File: src/rtl/qif_neuron_array_pkg.sv
// Shared defaults and helpers for the QIF neuron array: parameter defaults,
// the index-width helper and the wide-to-narrow signed saturation function.
package qif_pkg;

  localparam int QIF_WIDTH   = 8;
  localparam int QIF_N_CH    = 4;
  localparam int QIF_V_TH    = 50;
  localparam int QIF_V_RESET = -20;
  localparam int QIF_I_SHIFT = 2;
  localparam int QIF_Q_SHIFT = 3;
  localparam int QIF_REFRACT = 2;

  // Bits needed to index n items, never less than one.
  function automatic int idx_w(input int n);
    return (n <= 2) ? 1 : $clog2(n);
  endfunction

  function automatic longint sat_signed(input longint x, input int w);
    longint hi;
    longint lo;
    hi = (longint'(1) <<< (w - 1)) - 1;
    lo = -(longint'(1) <<< (w - 1));
    if (x > hi) return hi;
    if (x < lo) return lo;
    return x;
  endfunction

endpackage

File: src/rtl/qif_neuron_array_if.sv
// Sample-in / result-out handshake bundle of the QIF neuron array.
// master drives samples and accepts results; slave is the array itself.
interface qif_neuron_array_if
  import qif_pkg::*;
#(
  parameter int WIDTH = QIF_WIDTH,
  parameter int CH_W  = idx_w(QIF_N_CH)
);
  logic                    in_valid;
  logic                    in_ready;
  logic [CH_W-1:0]         in_ch;
  logic signed [WIDTH-1:0] in_cur;
  logic                    out_valid;
  logic                    out_ready;
  logic [CH_W-1:0]         out_ch;
  logic signed [WIDTH-1:0] v_mem;
  logic                    spike;

  modport master (
    output in_valid, in_ch, in_cur, out_ready,
    input  in_ready, out_valid, out_ch, v_mem, spike
  );

  modport slave (
    input  in_valid, in_ch, in_cur, out_ready,
    output in_ready, out_valid, out_ch, v_mem, spike
  );
endinterface

File: src/rtl/qif_neuron_array_update.sv
// Combinational QIF step for one channel: quadratic integrate, saturate,
// threshold, reset and refractory countdown. Zero latency, no handshake.
module qif_update
  import qif_pkg::*;
#(
  parameter int WIDTH   = QIF_WIDTH,
  parameter int V_TH    = QIF_V_TH,
  parameter int V_RESET = QIF_V_RESET,
  parameter int I_SHIFT = QIF_I_SHIFT,
  parameter int Q_SHIFT = QIF_Q_SHIFT,
  parameter int REFRACT = QIF_REFRACT,
  localparam int RW     = idx_w(REFRACT + 1)
) (
  input  logic signed [WIDTH-1:0] v,
  input  logic [RW-1:0]           refr,
  input  logic signed [WIDTH-1:0] cur,
  output logic signed [WIDTH-1:0] vn,
  output logic [RW-1:0]           refr_n,
  output logic                    spike
);
  localparam int SW = 2 * WIDTH + 2;
  localparam logic signed [WIDTH-1:0] VTH_W  = WIDTH'(V_TH);
  localparam logic signed [WIDTH-1:0] VRST_W = WIDTH'(V_RESET);

  logic signed [WIDTH-1:0] q;
  logic signed [WIDTH-1:0] cur_s;
  logic signed [WIDTH-1:0] vsat;
  logic signed [SW-1:0]    sum;

  assign q     = v >>> Q_SHIFT;
  assign cur_s = cur >>> I_SHIFT;
  // Wide enough that v + cur + q*q can never wrap before saturation.
  assign sum   = SW'(v) + SW'(cur_s) + SW'(q) * SW'(q);
  assign vsat  = WIDTH'(sat_signed(longint'(sum), WIDTH));

  always_comb begin
    spike  = 1'b0;
    vn     = VRST_W;
    refr_n = '0;
    if (refr != '0) begin
      refr_n = refr - RW'(1);
    end else if (vsat >= VTH_W) begin
      spike  = 1'b1;
      refr_n = RW'(REFRACT);
    end else begin
      vn = vsat;
    end
  end
endmodule

File: src/rtl/qif_neuron_array.sv
// Time-multiplexed QIF neuron array: one shared update datapath, per-channel state.
// Latency 1; in_ready = !out_valid || out_ready, results held while stalled.
module qif_neuron_array
  import qif_pkg::*;
#(
  parameter int WIDTH   = QIF_WIDTH,
  parameter int N_CH    = QIF_N_CH,
  parameter int V_TH    = QIF_V_TH,
  parameter int V_RESET = QIF_V_RESET,
  parameter int I_SHIFT = QIF_I_SHIFT,
  parameter int Q_SHIFT = QIF_Q_SHIFT,
  parameter int REFRACT = QIF_REFRACT
) (
  input  logic              clk,
  input  logic              rst_n,
  qif_neuron_array_if.slave bus
);
  localparam int CH_W = idx_w(N_CH);
  localparam int RW   = idx_w(REFRACT + 1);
  localparam logic [CH_W:0] N_CH_L = (CH_W + 1)'(N_CH);

  logic signed [WIDTH-1:0] v_q    [N_CH];
  logic [RW-1:0]           refr_q [N_CH];

  logic                    out_valid_q;
  logic [CH_W-1:0]         out_ch_q;
  logic signed [WIDTH-1:0] v_mem_q;
  logic                    spike_q;

  logic                    in_ready;
  logic                    xfer;
  logic                    ch_ok;
  logic [CH_W-1:0]         idx;
  logic signed [WIDTH-1:0] vn;
  logic [RW-1:0]           refr_n;
  logic                    spk;

  assign in_ready = !out_valid_q || bus.out_ready;
  assign xfer     = bus.in_valid && in_ready;
  // Out-of-range channels are consumed but must not touch any state.
  assign ch_ok    = {1'b0, bus.in_ch} < N_CH_L;
  assign idx      = ch_ok ? bus.in_ch : '0;

  qif_update #(
    .WIDTH  (WIDTH),
    .V_TH   (V_TH),
    .V_RESET(V_RESET),
    .I_SHIFT(I_SHIFT),
    .Q_SHIFT(Q_SHIFT),
    .REFRACT(REFRACT)
  ) u_update (
    .v     (v_q[idx]),
    .refr  (refr_q[idx]),
    .cur   (bus.in_cur),
    .vn    (vn),
    .refr_n(refr_n),
    .spike (spk)
  );

  always_ff @(posedge clk or negedge rst_n) begin
    if (!rst_n) begin
      for (int i = 0; i < N_CH; i++) begin
        v_q[i]    <= '0;
        refr_q[i] <= '0;
      end
      out_valid_q <= 1'b0;
      out_ch_q    <= '0;
      v_mem_q     <= '0;
      spike_q     <= 1'b0;
    end else if (xfer) begin
      if (ch_ok) begin
        v_q[idx]    <= vn;
        refr_q[idx] <= refr_n;
        out_valid_q <= 1'b1;
        out_ch_q    <= bus.in_ch;
        v_mem_q     <= vn;
        spike_q     <= spk;
      end else begin
        out_valid_q <= 1'b0;
      end
    end else if (bus.out_ready) begin
      out_valid_q <= 1'b0;
    end
  end

  assign bus.in_ready  = in_ready;
  assign bus.out_valid = out_valid_q;
  assign bus.out_ch    = out_ch_q;
  assign bus.v_mem     = v_mem_q;
  assign bus.spike     = spike_q;
endmodule
File: src/flat_wrapper.sv
// flat-port wrapper written by rule: the top's interface ports become plain ports
module qif_neuron_array_flat import qif_pkg::*;
#(
  parameter int WIDTH   = QIF_WIDTH,
  parameter int N_CH    = QIF_N_CH,
  parameter int V_TH    = QIF_V_TH,
  parameter int V_RESET = QIF_V_RESET,
  parameter int I_SHIFT = QIF_I_SHIFT,
  parameter int Q_SHIFT = QIF_Q_SHIFT,
  parameter int REFRACT = QIF_REFRACT
)
  (clk, rst_n, bus_in_valid, bus_in_ch, bus_in_cur, bus_out_ready, bus_in_ready, bus_out_valid, bus_out_ch, bus_v_mem, bus_spike);
  qif_neuron_array_if #(.WIDTH(WIDTH)) bus_i ();
  input  logic clk;
  input  logic rst_n;
  input wire logic [$bits(bus_i.in_valid)-1:0] bus_in_valid;
  input wire logic [$bits(bus_i.in_ch)-1:0] bus_in_ch;
  input wire logic [$bits(bus_i.in_cur)-1:0] bus_in_cur;
  input wire logic [$bits(bus_i.out_ready)-1:0] bus_out_ready;
  output wire logic [$bits(bus_i.in_ready)-1:0] bus_in_ready;
  output wire logic [$bits(bus_i.out_valid)-1:0] bus_out_valid;
  output wire logic [$bits(bus_i.out_ch)-1:0] bus_out_ch;
  output wire logic [$bits(bus_i.v_mem)-1:0] bus_v_mem;
  output wire logic [$bits(bus_i.spike)-1:0] bus_spike;
  assign bus_i.in_valid = bus_in_valid;
  assign bus_i.in_ch = bus_in_ch;
  assign bus_i.in_cur = bus_in_cur;
  assign bus_i.out_ready = bus_out_ready;
  assign bus_in_ready = bus_i.in_ready;
  assign bus_out_valid = bus_i.out_valid;
  assign bus_out_ch = bus_i.out_ch;
  assign bus_v_mem = bus_i.v_mem;
  assign bus_spike = bus_i.spike;
  qif_neuron_array #(.WIDTH(WIDTH), .N_CH(N_CH), .V_TH(V_TH), .V_RESET(V_RESET), .I_SHIFT(I_SHIFT), .Q_SHIFT(Q_SHIFT), .REFRACT(REFRACT)) u_core (.clk(clk), .rst_n(rst_n), .bus(bus_i));
endmodule
File: config.mk
export PLATFORM = sky130hd
export DESIGN_NAME = qif_neuron_array_flat
export DESIGN_NICKNAME = d
export VERILOG_FILES = /design/src/rtl/qif_neuron_array_pkg.sv /design/src/rtl/qif_neuron_array_if.sv /design/src/rtl/qif_neuron_array_update.sv /design/src/rtl/qif_neuron_array.sv /design/src/flat_wrapper.sv
export SDC_FILE = /design/constraint.sdc
export NUM_CORES = 1
export LEC_CHECK = 0
export CORE_ASPECT_RATIO = 1.2
export CORE_MARGIN = 2
export CORE_UTILIZATION = 40
export CTS_CLUSTER_DIAMETER = 150
export DETAILED_ROUTE_END_ITERATION = 12
export PLACE_DENSITY = 0.69
export SLEW_MARGIN = 25
export SYNTH_ARGS = -nofsm -noshare
export SYNTH_HDL_FRONTEND = slang
export SYNTH_SLANG_ARGS = --single-unit
File: constraint.sdc
create_clock -name clk -period 6.8 [get_ports clk]
set_input_delay 2.04 -clock clk [delete_from_list [all_inputs] [get_ports clk]]
set_output_delay 2.04 -clock clk [all_outputs]
set_load 0.02 [all_outputs]
### After elaboration in Yosys (flattened, before gate mapping)

Index checks and enable logic that the tools add are counted.

* word-level logic and storage cells: 55
* output and inout bits: 13
* input bits: 14
* register bits after elaboration: 52

* reductions and logical operators: 6
* $lt $le $gt $ge: 5
* mux-type cells: 27
* multiply operators: 1
* bitwise operators: 1
* $add $sub $neg: 3

Operator list (count)
* 8-bit two-way mux: 8
* 32-bit bitwise mux: 1
* 8-bit binary-select mux with 2-bit select: 1
* 8-bit demux with 2-bit select: 1
* 9-bit by 10-bit adder with 11-bit output: 1
* 11-bit by 8-bit > comparator with 1-bit output, second input constant: 1
* 11-bit by 8-bit < comparator with 1-bit output, second input constant: 1
* 5-bit by 5-bit multiplier with 10-bit output: 1
* 2-bit two-way mux: 5
* 8-bit by 6-bit adder with 9-bit output: 1
* 8-bit bitwise mux: 1
* 8-bit by 7-bit >= comparator with 1-bit output, second input constant: 1
* 1-bit two-way mux: 7
* 7-bit two-way mux: 1
* 2-bit binary-select mux with 2-bit select: 1
* 2-bit demux with 2-bit select: 1
* 2-bit nonzero test: 2
* 3-bit >= comparator, second input constant: 1
* 3-bit by 1-bit < comparator with 1-bit output, second input constant: 1
* 2-bit inverter with 3-bit output: 1
* 1-bit logical AND: 2
* 2-bit by 1-bit subtractor with 2-bit output, second input constant: 1
* 1-bit logical NOT: 1
* 1-bit logical OR: 1

### Longest topological paths before layout

* word-level depth: 15
* gate-level depth with buffers: 22

### Hierarchy

A second synthesis with hierarchy kept.

* cell total of the unflattened synthesis: 348
* area, all modules: 4101.4 um^2

Modules (own cells, without submodules)
* qif_neuron_array: instances 1, sequential area each 1301.2 um^2, cells each 128, area an instance 2265.9 um^2
* qif_update: instances 1, sequential area each 0.0 um^2, cells each 220, area an instance 1835.5 um^2

### Least setup slack after synthesis

OpenSTA, ideal clock, no wires.

* kind: in2reg
* start point: in bus_in_ch[1]
* end point: reg u_core.v_mem_q[0] (netlist: u_core.bus.v_mem[0])
* data arrival time: 7.500 ns
* slack: -0.845 ns
* setup time: 0.146 ns
* required time: 6.654 ns
* path buffers: 4
* stages on the path: 20
* cell sequence: clkbuf_1 clkbuf_1 mux4_2 nand2_1 inv_1 fa_1 inv_1 fa_1 fa_1 fa_1 inv_1 ha_1 buf_2 a21o_1 a221o_1 o31ai_2 xnor2_1 buf_2 a21boi_1 o31ai_1

* word-level cells in the longest chain between the ends: 14
* elaborated cells on any way between the ends: 23
* classes of those cells: add/sub: 2; mul: 1; order compare: 3; mux: 15; bitwise: 1; reduce/logical: 1

RTL lines
* start, declared: line flat_wrapper.sv:17 `input wire logic [$bits(bus_i.in_ch)-1:0] bus_in_ch;`
* 2-bit inverter with 3-bit output (not written as such) (*): line qif_neuron_array.sv:52, qif_neuron_array.sv:53
* 8-bit binary-select mux with 2-bit select: line qif_neuron_array.sv:52 `.v (v_q[idx]),`
* 8-bit two-way mux (not written as such) (2 in a row): line qif_neuron_array.sv:52
* 5-bit by 5-bit multiplier with 10-bit output / 8-bit by 6-bit adder with 9-bit output (equally long branches): line qif_neuron_array_update.sv:33 `assign sum = SW'(v) + SW'(cur_s) + SW'(q) * SW'(q);`
* 9-bit by 10-bit adder with 11-bit output: line qif_neuron_array_update.sv:33
* 11-bit by 8-bit > comparator with 1-bit output / 11-bit by 8-bit < comparator with 1-bit output (equally long branches): line qif_neuron_array_pkg.sv:23, qif_neuron_array_pkg.sv:24
* 7-bit two-way mux / 1-bit two-way mux (equally long branches): line qif_neuron_array_pkg.sv:23, qif_neuron_array_pkg.sv:24
* 8-bit two-way mux / 1-bit two-way mux (equally long branches): line qif_neuron_array_pkg.sv:24 `if (x < lo) return lo;`
* 8-bit two-way mux: line qif_neuron_array_pkg.sv:25 `return x;`
* 8-bit two-way mux: line qif_neuron_array_pkg.sv:24
* 8-bit by 7-bit >= comparator with 1-bit output: line qif_neuron_array_update.sv:42 `end else if (vsat >= VTH_W) begin`
* 8-bit two-way mux: line qif_neuron_array_update.sv:42
* 8-bit two-way mux (*): line qif_neuron_array_update.sv:40 `if (refr != '0) begin`
* end signal, assigned: line qif_neuron_array.sv:76 `v_mem_q <= vn;`
* end, declared: line qif_neuron_array.sv:27 `logic signed [WIDTH-1:0] v_mem_q;`

Mark *: on every way between the ends. The rest lies on a longest branch, timed or not. The select of a mux whose other input is x is not followed.
A chain may end at the register's enable or synchronous reset.

### Final worst setup path

* start point: in bus_in_ch[0]
* end point: reg u_core.v_q[2] in the netlist's numbering

* word-level cells in the longest chain between the ends: 15
* elaborated cells on any way between the ends: 29
* classes of those cells: add/sub: 2; mul: 1; order compare: 5; mux: 18; bitwise: 1; reduce/logical: 2

RTL lines
* 2-bit inverter with 3-bit output (not written as such) (*): line qif_neuron_array.sv:52, qif_neuron_array.sv:53, qif_neuron_array.sv:72
* 8-bit binary-select mux with 2-bit select: line qif_neuron_array.sv:52
* 8-bit two-way mux (not written as such) (2 in a row): line qif_neuron_array.sv:52
* 5-bit by 5-bit multiplier with 10-bit output / 8-bit by 6-bit adder with 9-bit output (equally long branches): line qif_neuron_array_update.sv:33
* 9-bit by 10-bit adder with 11-bit output: line qif_neuron_array_update.sv:33
* 11-bit by 8-bit > comparator with 1-bit output / 11-bit by 8-bit < comparator with 1-bit output (equally long branches): line qif_neuron_array_pkg.sv:23, qif_neuron_array_pkg.sv:24
* 7-bit two-way mux / 1-bit two-way mux (equally long branches): line qif_neuron_array_pkg.sv:23, qif_neuron_array_pkg.sv:24
* 8-bit two-way mux / 1-bit two-way mux (equally long branches): line qif_neuron_array_pkg.sv:24
* 8-bit two-way mux: line qif_neuron_array_pkg.sv:25
* 8-bit two-way mux: line qif_neuron_array_pkg.sv:24
* 8-bit by 7-bit >= comparator with 1-bit output: line qif_neuron_array_update.sv:42
* 8-bit two-way mux: line qif_neuron_array_update.sv:42
* 8-bit two-way mux: line qif_neuron_array_update.sv:40
* 32-bit bitwise mux (*): line qif_neuron_array.sv:72 `v_q[idx] <= vn;`
* end signal, assigned by index: line qif_neuron_array.sv:72
* end, declared: line qif_neuron_array.sv:22 `logic signed [WIDTH-1:0] v_q [N_CH];`

Marked as above.

==> reports/qor.csv <==
stage,metric,value,unit
status,status,"complete, but fails checks",
global_route,largest net degree at the start of global routing,53,
setup_path,Arrival @ worst endpoint,7.07,ns
yosys,Ys Warns,0,
floorplanning,initial core utilization,40.77,%
yosys,Syn Area/Cell,10.00,um^2
yosys,Seq cells post-synth,52,
placement,port bufs,24,
detailed_routing,drt drc,0,
floorplanning,Core Area,9418,um^2
floorplanning,Die Y,111.3,um
status,violated checks,setup timing,
min_path,worst min path class,flip-flop to flip-flop,
yosys,sequential fraction of the synthesis area,33.89,%
setup_path,"most used cell, CP",fa_1,
detailed_routing,drt wl/cell,16.69,um
clock_network,hold buffers post-CTS,0,
job,Max Cap Violations,0,
yosys,Syn Inst Count,384,
yosys,post-synthesis async set-or-reset flop share,100.0,%
clock_network,total CTS buffers,5,
clock_network,clock-pin slew on the worst setup and hold paths,0.07,ns
detailed_routing,drt first pass iters,4,
global_route,vias in the first global route,3445,
finish,FILL cells,801,
finish,"most common cell after layout, fill and taps aside",buf_4,
clock_network,CTS root buffer,clkbuf_16,
finish,Nets,534,
yosys,Post-Syn Nets,450,
setup_path,Crit-path slowest cell,mux4_2,
detailed_routing,overall via count from detail_route,3198,
global_route,all-layer global routing usage,19.14,%
setup_path,crit path max fanout,10,
global_route,initial antenna violation count,0,
setup_path,crit path kind,input port to flip-flop,
sta,Worst Tran Pin Value,0.7561,ns
global_route,first-pass GRT wire length,16.05,mm
floorplanning,DIE AREA,10400,um^2
floorplanning,die extent in x,93.44,um
placement,Post-DP HPWL,7.069,mm
setup_path,Critical Path RT,6.96,ns
sta,setup ws final,-0.1097,ns
sta,Relative slew margins,49.41,%
placement,placer congestion estimate,0.8103,
yosys,post-synthesis cell area,3840,um^2
sta,highest clock rate,144.7,MHz
setup_path,Crit. End Element,flip-flop,
yosys,Cell variety after synth,47,
yosys,Post-synth EDFFs,0,
sta,clock skew,0.006866,ns
detailed_routing,Routed Antenna Nets,0,
yosys,"Primary FF master, synth",dfrtp_1,
clock_network,clk buf depth,2,
placement,post-place instance area,4676,um^2
global_route,total grt overflow,0,
finish,Area growth syn-to-layout,35.19,%
sta,min Tclk post-route,6.910,ns
sta,Slew Limit Fails,0,
detailed_routing,initial drt markers,103,
detailed_routing,via density per instance,5.411,
detailed_routing,Routed Wire Length,9.866,mm
finish,Finished Cell Area,5191,um^2
setup_path,crit path cell chain,buf_12 -> mux4_2 -> buf_6 -> and2_4 -> inv_4 -> fa_1 -> fa_1 -> fa_1 -> fa_1 -> inv_2 -> ha_4 -> a21o_1 -> a221o_1 -> or3_4 -> and4_2 -> o21ai_4 -> clkbuf_16 -> a31oi_1,
clock_network,htree depth,2,
clock_network,CTS tree,built,
finish,"commonest cells after routing, fill and taps aside","buf_4 (60), dfrtp_1 (52), nand2_1 (41)",
floorplanning,io pins,27,
sta,setup violators final,36,
floorplanning,num rows,39,
sta,Final period util,101.6,%
finish,total inserted antenna cells,0,
setup_path,crit-path max cell delay,0.58,ns
finish,fraction of layout instances using a drive strength above 1,30.56,%
clock_network,worst skew pair latency,0.29,ns
clock_network,Clock Sinks,52,
sta,RSZ-0062 raised after global routing,true,
setup_path,CP Launch Type,input port,
sta,Final Hold Fails,0,
==> final timing paths <==
path / start / end / slack (ns) / cells after the start
setup reg to reg: u_core.v_q[15] / u_core.v_q[2] / 1.39 / 17
setup / recovery: bus_in_ch[0] / u_core.v_q[2] / -0.11 / 18
hold reg to reg: u_core.bus.out_ch[0] / u_core.bus.out_ch[0] / 0.48 / 2
hold / removal: u_core.bus.out_ch[0] / u_core.bus.out_ch[0] / 0.48 / 2
min in group asynchronous: rst_n / u_core.bus.v_mem[7] / 1.78 / 1
max in group asynchronous: rst_n / u_core.bus.v_mem[4] / 4.58 / 1
==> kinds of logic after synthesis <==
family	count (synthesis)	synth area share [%]
AOI/OAI and AO/OA	73	13.72
xor gates and xnor gates	15	3.421
adders and majority gates	52	21.83
buffers and inverters	60	6.093
DFF	52	33.89
muxes	15	7.331
and+or+nand+nor	117	13.72
==> critical path: cells and delay by family <==
family,cells,cell delay (ns)
fa+ha+maj,5,2.20
compound gates,4,0.88
buf+inv,5,0.56
simple gates,3,0.80
mux,1,0.58
==> cell usage after synthesis, types with 5 or more instances <==
cell type	number	area (um^2)
nand2_1	43	161.4
fa_1	25	500.5
clkbuf_1	7	26.28
a31oi_1	16	100.1
a21oi_1	9	45.04
a32o_1	5	50.05
ha_1	27	337.8
o21ai_1	6	30.03
mux4_2	10	225.2
mux2_2	5	56.30
dfrtp_1	52	1301
xnor2_1	10	87.58
nor2_1	36	135.1
and2_1	8	50.05
inv_1	45	168.9
nor3_1	9	45.04
o22a_1	5	43.79
xor2_1	5	43.79
o31ai_1	11	82.58
==> per-layer routing <==
layer / vias to the layer above / wire (um) / track usage (%)
met1: 1637 / 4042 / 24.35
met3: 14 / 207 / 1.556
met2: 56 / 5462 / 34.77
met4: 0 / 154 / 5.000
li1: 1491 / - / -
met5: - / 0 / 0
==> area by class of cell <==
type	instances	area [um^2]	share of cell area, %
inverters	45	171.4	3.302
clock inverters	2	12.51	0.2410
multi-input cells	272	2609	50.25
repair buffers	92	818.3	15.76
clock buffers	5	125.1	2.410
well taps	123	153.9	2.965
flip-flops and latches	52	1301	25.07
==> per-stage QoR <==
step / utilization, % / TNS, ns / std cells / worst slack, ns / hold WS (ns)
3_3_place_gp: 49.62 / -39.78 / 571 / -0.9742 / 0.4554
4_1_cts: 53.49 / -4.072 / 587 / -0.1676 / 0.4779
6_report: 55.12 / -2.380 / 591 / -0.1097 / 0.4774
3_5_place_dp: 49.65 / -41.38 / 571 / -1.029 / 0.4616
2_1_floorplan: - / -8.631 / 384 / -0.2658 / 0.4408
5_1_grt: 55.12 / -7.924 / 591 / -0.2474 / 0.5227
==> flip-flops by register name, summed over array words and instances (netlist names) <==
signal and flops:
u_core.v_q 32, u_core.bus.v_mem 8, u_core.refr_q 8, u_core.bus.out_ch 2, u_core.bus.out_valid 1, u_core.bus.spike 1
==> repair_timing <==
item	4_1_cts	5_1_grt
pin swaps	25	30
endpoints found under the hold margin	0	0
gates cloned	0	1
buffers inserted	9	6
resized for setup	32	31
endpoints found under the setup margin	45	45
Power is not shown: default switching activity piles up to over one toggle a cycle in this logic, so the estimate is an artifact.
